--- src/rtl/fifo_stream_reader_pkg.sv ---
// fifo_stream_reader_pkg: shared parameter defaults and output buffer occupancy encoding
package fifo_stream_reader_pkg;
   localparam int WIDTH_DEF = 32;
   localparam int PKT_LEN_DEF = 4;
   typedef enum logic [1:0] {OCC_0 = 2'd0, OCC_1 = 2'd1, OCC_2 = 2'd2} occ_t;
endpackage

--- src/rtl/fifo_stream_reader_if.sv ---
// fifo_stream_reader_if: framed valid/ready output stream
interface fifo_stream_reader_if #(parameter int WIDTH = 32);
   logic m_valid;
   logic m_ready;
   logic m_last;
   logic [WIDTH-1:0] m_data;
   modport master (output m_valid, m_data, m_last, input m_ready);
   modport slave (input m_valid, m_data, m_last, output m_ready);
endinterface

--- src/rtl/fifo_stream_reader_skid_buf2.sv ---
// stream_skid_buf2: 2-entry in-order valid/ready buffer with registered head and full flag
module stream_skid_buf2
   import fifo_stream_reader_pkg::*;
#(
   parameter int WIDTH = WIDTH_DEF
) (
   input  logic             clk,
   input  logic             reset,
   input  logic             push,
   input  logic [WIDTH-1:0] push_data,
   output logic             full,
   output logic             m_valid,
   input  logic             m_ready,
   output logic [WIDTH-1:0] m_data
);
   occ_t occ, occ_nxt;
   logic [WIDTH-1:0] tail, head_nxt, tail_nxt;
   logic pop, acc;
   assign full = occ == OCC_2;
   assign m_valid = occ != OCC_0;
   assign pop = m_valid & m_ready;
   assign acc = push & ~full;
   always_comb begin
      occ_nxt = occ;
      head_nxt = m_data;
      tail_nxt = tail;
      case (occ)
         OCC_0: if (acc) begin
            head_nxt = push_data;
            occ_nxt = OCC_1;
         end
         OCC_1: if (acc & pop) head_nxt = push_data;
         else if (acc) begin
            tail_nxt = push_data;
            occ_nxt = OCC_2;
         end
         else if (pop) occ_nxt = OCC_0;
         OCC_2: if (pop) begin
            head_nxt = tail;
            occ_nxt = OCC_1;
         end
         default: occ_nxt = OCC_0;
      endcase
   end
   always_ff @(posedge clk or negedge reset)
      if (!reset) begin
         occ <= OCC_0;
         m_data <= '0;
         tail <= '0;
      end else begin
         occ <= occ_nxt;
         m_data <= head_nxt;
         tail <= tail_nxt;
      end
endmodule

--- src/rtl/fifo_stream_reader.sv ---
// fifo_stream_reader: drains a show-ahead fifo into a framed valid/ready stream
module fifo_stream_reader
   import fifo_stream_reader_pkg::*;
#(
   parameter int WIDTH   = WIDTH_DEF,
   parameter int PKT_LEN = PKT_LEN_DEF,
   parameter int CNT_W   = 16
) (
   input  logic                 clk,
   input  logic                 reset,
   input  logic                 en,
   input  logic                 fifo_empty,
   input  logic [WIDTH-1:0]     data_out,
   output logic                 r_ready,
   fifo_stream_reader_if.master m,
   output logic [31:0]          tx_count,
   output logic                 busy
);
   localparam logic [CNT_W-1:0] LAST = CNT_W'(PKT_LEN - 1);
   logic full, acc;
   logic [CNT_W-1:0] beat;
   // pop gated by reset so nothing is taken from the fifo while both are held in reset
   assign r_ready = reset & en & ~fifo_empty & ~full;
   assign acc = m.m_valid & m.m_ready;
   assign m.m_last = m.m_valid & (beat == LAST);
   assign busy = m.m_valid;
   stream_skid_buf2 #(.WIDTH(WIDTH)) u_buf (
      .clk       (clk),
      .reset     (reset),
      .push      (r_ready),
      .push_data (data_out),
      .full      (full),
      .m_valid   (m.m_valid),
      .m_ready   (m.m_ready),
      .m_data    (m.m_data)
   );
   always_ff @(posedge clk or negedge reset)
      if (!reset) begin
         beat <= '0;
         tx_count <= '0;
      end else if (acc) begin
         beat <= (beat == LAST) ? '0 : beat + 1'b1;
         tx_count <= tx_count + 32'd1;
      end
endmodule

--- src/flat_wrapper.sv ---
// flat-port wrapper written by rule: the top's interface ports become plain ports
module fifo_stream_reader_flat import fifo_stream_reader_pkg::*;
#(
   parameter int WIDTH   = WIDTH_DEF,
   parameter int PKT_LEN = PKT_LEN_DEF,
   parameter int CNT_W   = 16
)
  (clk, reset, en, fifo_empty, data_out, r_ready, tx_count, busy, m_m_valid, m_m_data, m_m_last, m_m_ready);
  fifo_stream_reader_if #(.WIDTH(WIDTH)) m_i ();
  input  logic clk;
  input  logic reset;
  input  logic en;
  input  logic fifo_empty;
  input  logic [WIDTH-1:0] data_out;
  output logic r_ready;
  output logic [31:0] tx_count;
  output logic busy;
  output wire logic [$bits(m_i.m_valid)-1:0] m_m_valid;
  output wire logic [$bits(m_i.m_data)-1:0] m_m_data;
  output wire logic [$bits(m_i.m_last)-1:0] m_m_last;
  input wire logic [$bits(m_i.m_ready)-1:0] m_m_ready;
  assign m_m_valid = m_i.m_valid;
  assign m_m_data = m_i.m_data;
  assign m_m_last = m_i.m_last;
  assign m_i.m_ready = m_m_ready;
  fifo_stream_reader #(.WIDTH(WIDTH), .PKT_LEN(PKT_LEN), .CNT_W(CNT_W)) u_core (.clk(clk), .reset(reset), .en(en), .fifo_empty(fifo_empty), .data_out(data_out), .r_ready(r_ready), .m(m_i), .tx_count(tx_count), .busy(busy));
endmodule
--- config.mk ---
export PLATFORM = sky130hd
export DESIGN_NAME = fifo_stream_reader_flat
export DESIGN_NICKNAME = d
export VERILOG_FILES = /design/src/rtl/fifo_stream_reader_pkg.sv /design/src/rtl/fifo_stream_reader_if.sv /design/src/rtl/fifo_stream_reader_skid_buf2.sv /design/src/rtl/fifo_stream_reader.sv /design/src/flat_wrapper.sv
export SDC_FILE = /design/constraint.sdc
export NUM_CORES = 1
export LEC_CHECK = 0
export CAP_MARGIN = 40
export CORE_MARGIN = 10
export CORE_UTILIZATION = 30
export CTS_CLUSTER_DIAMETER = 100
export DETAILED_ROUTE_END_ITERATION = 12
export DONT_BUFFER_PORTS = 1
export GPL_TIMING_DRIVEN = 0
export HOLD_SLACK_MARGIN = 0.08
export SYNTH_ARGS = -nofsm -noshare
export SYNTH_HDL_FRONTEND = slang
export SYNTH_HIERARCHICAL = 1
export SYNTH_SLANG_ARGS = --single-unit
--- constraint.sdc ---
create_clock -name clk -period 2.3 [get_ports clk]
set_input_delay 0.115 -clock clk [delete_from_list [all_inputs] [get_ports clk]]
set_output_delay 0.115 -clock clk [all_outputs]
set_load 0.03 [all_outputs]
==> summary.md <==
| Metric | Value |
|---|---|
| Status | `finished with violations` |
| Failing checks | `negative hold slack` |
| Port buffer count | `0` |
| Die Wd | `154 um` |
| Post-synthesis instance total | `393` |
| RePlAce Congestion | `0.781` |
| Area post-placement | `0.00571 mm2` |
| Hold WS | `-0.596 ns` |
| First-pass GRT wire length | `19.7 mm` |
| Fmax | `0.470 GHz` |
| Area of the mapped netlist | `0.00540 mm2` |
| CP top delay family | `simple AND/OR/NAND/NOR gates` |
| Max-cap violation count | `0` |
| Total global-route track usage | `0.103` |
| Final worst slack | `0.170 ns` |
| Crit path time final | `2.13 ns` |
| Register area share after synthesis | `0.528` |
| Core Area | `0.0178 mm2` |
| Drt total wl | `12.1 mm` |
| Die Y | `154 um` |
| Critical path peak fanout | `5` |
| Hold Buf Count CTS | `34` |
| Clock sinks | `114` |
| Final nets | `498` |
| R2R depth | `7` |
| Vias in the first global route | `3586` |
| DP Worst Slack | `-0.495 ns` |
| Cell total after placement | `623` |
| Wire length per cell | `17.2 um` |
| Kind of critical path | `reg -> reg` |
| Hpwl dp | `8.39 mm` |
| Initial core utilization | `0.303` |
| Mean Syn Cell Area | `13.8 um2` |
| Antenna violations before repair | `0` |
| Initial drt markers | `122` |
| Fin cells | `701` |
| 1st-pass router iterations | `4` |
| Worst path bufs/invs | `2` |
| Final clock skew | `0.00719 ns` |
| Final slew viol count | `0` |
| Clock-pin slew on the worst setup and hold paths | `0.05 ns` |
| CTS Buffer Depth | `2` |
| Worst skew pair latency | `0.41 ns` |
| Yosys reg bits | `114` |
| Critical Path Stages | `7` |
| Post-synth top area share | `0.528` |
| Type of origin of the critical path | `flip-flop` |
| Share of the core filled with cells | `0.388` |
| Post-synth top cells | `dfrtp_1 (114), mux2_4 (56), mux2_1 (36)` |
| Worst VDD drop | `0.000548 V` |
| Number of enable flip-flop cells after synthesis | `0` |
| Layout area overhead | `28.2%` |
| Hold Crit Class | `in -> async` |
| Top_reg_cell synth | `dfrtp_1` |
| Fillers | `1667` |
| Remaining global-route overflow | `0` |
| Clk root buf | `clkbuf_16` |
| Leak | `3.09 nW` |
| Top-count cell post-synth | `dfrtp_1` |
| CP max stage delay | `0.42 ns` |
| Power per cell area | `951 mW/mm2` |
| Largest net degree at the start of global routing | `116` |
| Critical Path RT | `2.59 ns` |
| Cts bufs inserted | `17` |
| Share of cells above drive strength 1 | `0.273` |
| Die ar. | `0.0238 mm2` |
| H-tree depth | `4` |
| Synthesized Nets | `432` |
| Total number of vias | `3284` |
| CTS tree | `yes` |
| Row cnt | `49` |
| Area leader, netlist | `dfrtp_1` |
| RSZ-0062 raised after global routing | `false` |
| Endpoint type of the worst setup path | `flip-flop` |
| Max_slew headroom | `0.626` |
| Drc violations | `0` |
| Io pins | `105` |
| Top cells by area, synth | `dfrtp_1 (53%), mux2_4 (16%), mux2_1 (7.5%)` |
| Post-DRT Antenna Nets | `0` |
| Final setup vio count | `0` |
| CP Data Arrival Time | `2.42 ns` |
| Yosys warns | `6` |
| DR vias/cell | `4.68` |
| Antenna cells | `0` |
| Crit-path cells | `nor2b_4, nor3_4, nand2b_1, o21ai_4, buf_12, bufbuf_16, mux2_4` |
| Fin. Hold Viols | `114` |
| Final non-filler cell area | `0.00693 mm2` |
| Crit-path slowest cell | `nor3_4` |
| Netlist cell types | `39` |
| Period utilization | `0.926` |
| Asr flop ratio synth | `1.00` |
| Actual transition at the worst max-transition pin | `0.556 ns` |
| Flop-to-flop setup slack | `0.17 ns` |
[area by class of cell]
cell class	instances	area, um2	area share
buffer	13	186	0.0269
inverter	3	11.3	0.00163
tap	229	287	0.0414
timing repair buffer	49	548	0.0791
clock inverter	12	164	0.0237
multi-input combinational	261	2440	0.352
clock buffer	20	437	0.0630
sequential	114	2860	0.412
[metal layers]
metal	track usage	wire length (um)
met4	0.0387	163
met1	0.117	4940
met3	0.0577	1200
met5	0	0
met2	0.160	5760
[state kept, by name (all words and copies together), names as in the netlist]
name,flops
u_core/u_buf/tail,32
u_core/u_buf/m_data,32
u_core/u_buf/occ,2
u_core/beat,16
u_core/tx_count,32
[power by group]
group	switching (mW)	internal [mW]	total, mW
Sequential	0.734	2.39	3.13
Combinational	0.248	0.519	0.767
Clock	0.892	1.80	2.69
[worst register-to-register path: stages, from the launching register on]
cell and delay, ns:
dfrtp_2 0.39, nor2b_4 0.14, nor3_4 0.42, nand2b_1 0.19
o21ai_4 0.18, buf_12 0.14, bufbuf_16 0.26, mux2_4 0.29
[placed cells by master (no fill, tap or decap), types with 3 or more instances in the layout]
cell type,instances
mux2_4,58
and3_1,5
xnor2_1,32
inv_1,3
mux2_1,36
nor4_2,3
buf_4,10
clkbuf_16,18
buf_12,9
dlygate4sd3_1,34
nor4_1,5
nand4_1,21
and2_1,5
clkbuf_1,5
nand3_1,12
nor2_1,12
xor2_1,12
nand2_1,23
dfrtp_1,112
nor3_1,8
bufinv_16,4
clkinv_2,7
[per-stage QoR]
| stage | power, mW | setup TNS [ns] |
|---|---|---|
| 6_report | 6.58 | 0 |
| 5_1_grt | 6.90 | 0 |
| 4_1_cts | 6.67 | -0.666 |
| 3_5_place_dp | 3.83 | -23.91 |
| 3_3_place_gp | 3.78 | -19.26 |
| 2_1_floorplan | 3.63 | 0 |
[cells by family after synthesis]
group	synth area share
mux	0.241
compound gates	0.00833
flops	0.528
xor+xnor	0.0713
buf+inv	0.0308
fa+ha+maj	0.00463
simple gates	0.116
[path summary, 6_finish.rpt]
path                                                  from                                  end
min                                                  reset   u_core/u_buf/m_data[1]$_DFFE_PN0P_
max reg2reg                u_core/u_buf/occ[1]$_DFFE_PN0P_  u_core/u_buf/m_data[14]$_DFFE_PN0P_
max in group asynchronous                            reset      u_core/u_buf/occ[0]$_DFFE_PN0P_
min reg2reg                    u_core/beat[15]$_DFFE_PN0P_          u_core/beat[15]$_DFFE_PN0P_
min in group clk                                 m_m_ready       u_core/tx_count[6]$_DFFE_PN0P_
max                        u_core/u_buf/occ[1]$_DFFE_PN0P_  u_core/u_buf/m_data[14]$_DFFE_PN0P_
[what timing repair did]
action / in CTS / in global routing
endpoints found under the setup margin: 72 / 75
gates resized for setup: 25 / 5
gates cloned: 2 / 1
pin swaps: 2 / 2
buffers inserted: 10 / 1
endpoints found under the hold margin: 185 / 114
Power figures use the tool's default switching activity.
